==> src/rtl/buffer_read_arbiter.sv <==
// buffer_read_arbiter
// Two-way round-robin arbiter for the single read port of the echo-sample buffer.
// The CPU register reader and the DMA streamer each hold a level request until
// they see their one-cycle response pulse. Only one buffer read is outstanding
// at a time. The FSM runs IDLE -> WAIT -> DONE -> IDLE.
//
// Optional feature (compile-time macro ARB_TIMEOUT_EN):
//   defined   - WAIT is bounded to TIMEOUT_CYCLES cycles. On expiry the winner
//               receives an error response (rsp_err=1, rsp_data=0).
//   undefined - WAIT lasts until buf_data_valid arrives. rsp_err is tied to 0 and
//               the TIMEOUT_CYCLES parameter does not exist.
`timescale 1ns/1ps

module buffer_read_arbiter #(
    parameter int DATA_W = 25
`ifdef ARB_TIMEOUT_EN
    ,
    parameter int TIMEOUT_CYCLES = 256
`endif
) (
    input  logic              aclk,
    input  logic              areset,
    input  logic              cpu_req,
    input  logic              dma_req,
    output logic              cpu_rsp_valid,
    output logic              dma_rsp_valid,
    output logic [DATA_W-1:0] rsp_data,
    output logic              rsp_err,
    output logic              buf_rd_req,
    input  logic              buf_data_valid,
    input  logic [DATA_W-1:0] buf_data_in,
    output logic              busy
);

    typedef enum logic [1:0] {
        ST_IDLE = 2'd0,
        ST_WAIT = 2'd1,
        ST_DONE = 2'd2
    } state_t;

    // Requester encoding used by rr_ptr and grant: 0 = CPU, 1 = DMA.
    localparam logic SIDE_CPU = 1'b0;

    state_t            state_q, state_d;
    logic              rr_ptr_q, rr_ptr_d;
    logic              grant_q, grant_d;
    logic              buf_rd_req_q, buf_rd_req_d;
    logic              busy_q, busy_d;
    logic              cpu_rsp_valid_q, cpu_rsp_valid_d;
    logic              dma_rsp_valid_q, dma_rsp_valid_d;
    logic [DATA_W-1:0] rsp_data_q, rsp_data_d;
    logic              rsp_err_d;
    logic              pick_dma;

`ifdef ARB_TIMEOUT_EN
    // The counter must be able to hold TIMEOUT_CYCLES-1. The +1 keeps the width
    // at 1 bit or more when TIMEOUT_CYCLES is 1.
    localparam int CNT_W = $clog2(TIMEOUT_CYCLES + 1);
    localparam logic [CNT_W-1:0] CNT_LAST = CNT_W'(TIMEOUT_CYCLES - 1);

    logic [CNT_W-1:0] wait_cnt_q, wait_cnt_d;
    logic             rsp_err_q;
`endif

    // Winner selection for IDLE. When both sides request, rr_ptr decides. A lone
    // requester always wins.
    always_comb begin
        pick_dma = 1'b0;
        if (cpu_req && dma_req) begin
            pick_dma = rr_ptr_q;
        end else begin
            pick_dma = dma_req;
        end
    end

    // Next-state logic and next values for every registered output.
    always_comb begin
        state_d         = state_q;
        rr_ptr_d        = rr_ptr_q;
        grant_d         = grant_q;
        cpu_rsp_valid_d = 1'b0;
        dma_rsp_valid_d = 1'b0;
        rsp_data_d      = rsp_data_q;
`ifdef ARB_TIMEOUT_EN
        rsp_err_d       = rsp_err_q;
        // Zero whenever the FSM is not in WAIT. This clears the count on WAIT entry.
        wait_cnt_d      = '0;
`else
        rsp_err_d       = 1'b0;
`endif

        case (state_q)
            ST_IDLE: begin
                if (cpu_req || dma_req) begin
                    grant_d  = pick_dma;
                    // Next priority goes to the side that did not win.
                    rr_ptr_d = ~pick_dma;
                    state_d  = ST_WAIT;
                end
            end

            ST_WAIT: begin
                // A late-arriving buffer word takes precedence over expiry.
                if (buf_data_valid) begin
                    rsp_data_d      = buf_data_in;
                    rsp_err_d       = 1'b0;
                    cpu_rsp_valid_d = (grant_q == SIDE_CPU);
                    dma_rsp_valid_d = (grant_q != SIDE_CPU);
                    state_d         = ST_DONE;
`ifdef ARB_TIMEOUT_EN
                end else if (wait_cnt_q == CNT_LAST) begin
                    rsp_data_d      = '0;
                    rsp_err_d       = 1'b1;
                    cpu_rsp_valid_d = (grant_q == SIDE_CPU);
                    dma_rsp_valid_d = (grant_q != SIDE_CPU);
                    state_d         = ST_DONE;
                end else begin
                    wait_cnt_d = wait_cnt_q + 1'b1;
`endif
                end
            end

            // The requester drops its request during this cycle. No grant is issued here.
            ST_DONE: begin
                state_d = ST_IDLE;
            end

            default: begin
                state_d = ST_IDLE;
            end
        endcase

        // These outputs depend only on the next state. Registering them makes them
        // change on the same edge as the state.
        buf_rd_req_d = (state_d == ST_WAIT);
        busy_d       = (state_d != ST_IDLE);
    end

    // State and output registers. Asynchronous reset returns the block to idle
    // with priority given to the CPU.
    always_ff @(posedge aclk or posedge areset) begin
        if (areset) begin
            state_q         <= ST_IDLE;
            rr_ptr_q        <= SIDE_CPU;
            grant_q         <= SIDE_CPU;
            buf_rd_req_q    <= 1'b0;
            busy_q          <= 1'b0;
            cpu_rsp_valid_q <= 1'b0;
            dma_rsp_valid_q <= 1'b0;
            rsp_data_q      <= '0;
        end else begin
            state_q         <= state_d;
            rr_ptr_q        <= rr_ptr_d;
            grant_q         <= grant_d;
            buf_rd_req_q    <= buf_rd_req_d;
            busy_q          <= busy_d;
            cpu_rsp_valid_q <= cpu_rsp_valid_d;
            dma_rsp_valid_q <= dma_rsp_valid_d;
            rsp_data_q      <= rsp_data_d;
        end
    end

`ifdef ARB_TIMEOUT_EN
    // WAIT-cycle counter and the registered error flag.
    always_ff @(posedge aclk or posedge areset) begin
        if (areset) begin
            wait_cnt_q <= '0;
            rsp_err_q  <= 1'b0;
        end else begin
            wait_cnt_q <= wait_cnt_d;
            rsp_err_q  <= rsp_err_d;
        end
    end

    assign rsp_err = rsp_err_q;
`else
    assign rsp_err = rsp_err_d;
`endif

    assign cpu_rsp_valid = cpu_rsp_valid_q;
    assign dma_rsp_valid = dma_rsp_valid_q;
    assign rsp_data      = rsp_data_q;
    assign buf_rd_req    = buf_rd_req_q;
    assign busy          = busy_q;

endmodule

==> config.mk <==
export PLATFORM = sky130hd
export DESIGN_NAME = buffer_read_arbiter
export DESIGN_NICKNAME = d
export VERILOG_FILES = /design/src/rtl/buffer_read_arbiter.sv
export SDC_FILE = /design/constraint.sdc
export NUM_CORES = 1
export LEC_CHECK = 0
export CORE_MARGIN = 2
export CORE_UTILIZATION = 40
export CTS_CLUSTER_DIAMETER = 60
export DETAILED_ROUTE_END_ITERATION = 16
export GPL_ROUTABILITY_DRIVEN = 1
export PLACE_DENSITY = 0.84
export SLEW_MARGIN = 40
export SYNTH_ARGS = -nofsm -noshare
export SYNTH_HDL_FRONTEND = slang
export SYNTH_SLANG_ARGS = --single-unit
==> constraint.sdc <==
create_clock -name aclk -period 1.65 [get_ports aclk]
set_clock_uncertainty 0.1 [all_clocks]
set_input_delay 0.33 -clock aclk [delete_from_list [all_inputs] [get_ports aclk]]
set_output_delay 0.33 -clock aclk [all_outputs]
set_load 0.02 [all_outputs]
==> results.toml <==
[status]
status = "completed"

[drt]
viasPerCell = 4.58
dr.pass1.iters = 3
post-route-drc-count = 0
wl_per_cell_um = 14.5
ant_nets = 0
finalWirelength_um = 2760
vias = 871
drt-initial-drc-count = 33

[logic_synthesis]
synthAdderAreaFrac_pct = 0
yosysSeqAreaShare_pct = 62.3
synth.area.top_cells = "dfrtp_1 (62%), mux2_4 (19%), mux2_2 (6.8%)"
synth.top_cell.area_share_pct = 62.3
synth.largest_area_cell = "dfrtp_1"
yosys.area_share.simple_pct = 3.97
synth_warnings = 0
synthXorXnorAreaFrac_pct = 0
synth-compound-area-share_pct = 2.17
ys_types = 18
synth.area.mux_share_pct = 26.1
postSynthAreaPerCell_um2 = 16.6
synth_top_family_by_area = "multiplexers"
syn_inst = 80
syn_area_um2 = 1330
ys_ff_latch = 33
synth_fp_nets = 110

[placed_design]
place_ws_ns = -0.0658
dp.final_hpwl_um = 2050
gp_congestion = 0.792
io_buffers = 58

[job]
drv_cap = 0

[layout]
final_common_cell = "dfrtp_1"
syn2layout_area_growth_pct = 49.0
antennaDiodeCount = 0
fillers = 269
final_cell_mix = "dfrtp_1 (33), clkdlybuf4s50_1 (29), dlygate4sd2_1 (29), mux2_4 (17), mux2_2 (8)"
layout-drive-gt1-share_pct = 24.0
final_nets = 175

[sta]
slew_viol_final = 0
period_share_pct = 89.6
finalCriticalPeriod_ns = 1.48
setup_slack_ns = 0.171
finalSetupTns_ns = 0
setup_violations = 0
max_clock_freq_mhz = 676
hold_viol = 0
rsz0062_at_grt = "false"

[die]
core.rowCount = 20
fp.dieArea_um2 = 3790
io_pins = 60
placeableCoreArea_um2 = 3100
fp.dieH_um = 61.6
initial_core_util_pct = 42.7
die_w_um = 61.6

[setup_path]
r2r_setup_slack_ns = 0.23
cp_num_buf_inv = 1
start_kind = "flop"
endpoint_kind = "primary output"
cp_data_required_time_ns = 1.22
crit_fanout = 2
worst-path-stages = 1
path_class = "reg2out"
reg2reg_depth = 3
worstPathCellList = "dlygate4sd2_1"
critical_path_arrival_ns = 1.05
critPathSlowestCell = "dfrtp_1"
cp_top_family = "flip-flops"
cpPeakStageDelay_ns = 0.40

[cts]
cts_sinks = 33
clk_latency_ns = 0.32
cts.clk_slew.worst_paths_ns = 0.10
cts_tree = "yes"
htree_levels = 2
cts_setup_buffers = 0
clockBufferDepth = 2
cts-root-buf = "clkbuf_4"
cts_made_buffers = 5

[grt]
track_usage_pct = 15.9
overflow = 0
grt_max_degree = 34
grt_pass1_vias = 859
grt_pass1_wl_um = 4150
grt_antenna_before_repair = 0

[pwr]
p_leak_nw = 0.951
pwr_density_cell_nw_per_um2 = 1670
ir_drop_mv = 0.661

[worst_hold_path]
hold_class = "in2async"
## worst reg2reg max path, delay by kind of cell, from the launching register on
family,cells,cell delay [ns]
flops,1,0.45
mux,1,0.37
buf+inv,1,0.22
simple gates,1,0.18
## through the flow
stage | area, um^2 | power, mW | utilization, % | cells | hold WS, ns
floorplan | 1330 | 2.34 | - | 80 | 0.325
global placement | 1960 | 3.10 | 63.2 | 182 | 0.343
detailed placement | 1960 | 3.16 | 63.2 | 182 | 0.376
CTS | 1970 | 3.34 | 63.6 | 190 | 0.263
global route | 1970 | 3.51 | 63.6 | 190 | 0.258
finish | 1970 | 3.30 | 63.6 | 190 | 0.260
## final timing paths
check                        startpoint            end
setup reg to reg             state_q[1]   rsp_data[17]
hold / removal                   areset    rsp_data[5]
max in group asynchronous        areset  dma_rsp_valid
setup / recovery           rsp_data[20]   rsp_data[20]
hold reg to reg                 grant_q  cpu_rsp_valid
min in group aclk               grant_q  cpu_rsp_valid
## logic make-up after synthesis
| kind of cell | Yosys count |
|---|---|
| flip-flops | 33 |
| multiplexers | 25 |
| AND/OR/NAND/NOR | 9 |
| buffers and inverters | 8 |
| AO/OA/AOI/OAI | 4 |
| other | 1 |
## cell usage after synthesis
| master | count |
|---|---|
| mux2_2 | 8 |
| nand3b_1 | 1 |
| mux2_4 | 17 |
| inv_1 | 4 |
| buf_4 | 1 |
| buf_12 | 1 |
| nor3b_1 | 2 |
| dfrtp_1 | 33 |
| buf_8 | 1 |
| nand2_1 | 1 |
| buf_6 | 1 |
| nor3_1 | 1 |
| a2bb2oi_1 | 1 |
| o21ai_0 | 1 |
| conb_1 | 1 |
| or4b_2 | 1 |
| a211oi_1 | 2 |
| nor2_1 | 3 |
## timing repair
| action | in CTS | in global routing |
|---|---|---|
| gates resized for setup | 29 | 0 |
| hold buffers | 0 | 0 |
| endpoints found under the setup margin | 29 | 0 |
## layer usage
metal  up-vias  global-route usage (%)  routed length, um
met3         7                    7.98                247
met2        43                    24.8               1290
li1        400                       -                  -
met5         -                       0                  0
met4         0                    5.47                 50
met1       421                    19.0               1170
## final cells by class
type                       instances  area, um^2  share of cell area [%]
clock buffer                       8        48.8                    2.47
inverter                           4        15.0                   0.760
multi-input combinational         39         430                    21.8
sequential                        33         826                    41.8
tap                               44        55.1                    2.79
timing repair buffer              62         599                    30.4
## power breakdown
group	internal [mW]	leakage (nW)	total [mW]	switching (mW)
Sequential	1.16	0.389	1.36	0.195
Clock	0.170	0.0265	0.421	0.251
Combinational	0.785	0.535	1.52	0.739
## flip-flops by register name (all words and copies together), names as in the netlist
name,cells
cpu_rsp_valid,1
dma_rsp_valid,1
grant_q,1
rsp_data,25
state_q,2
busy,1
buf_rd_req,1
rr_ptr_q,1
Power figures use the tool's default switching activity.
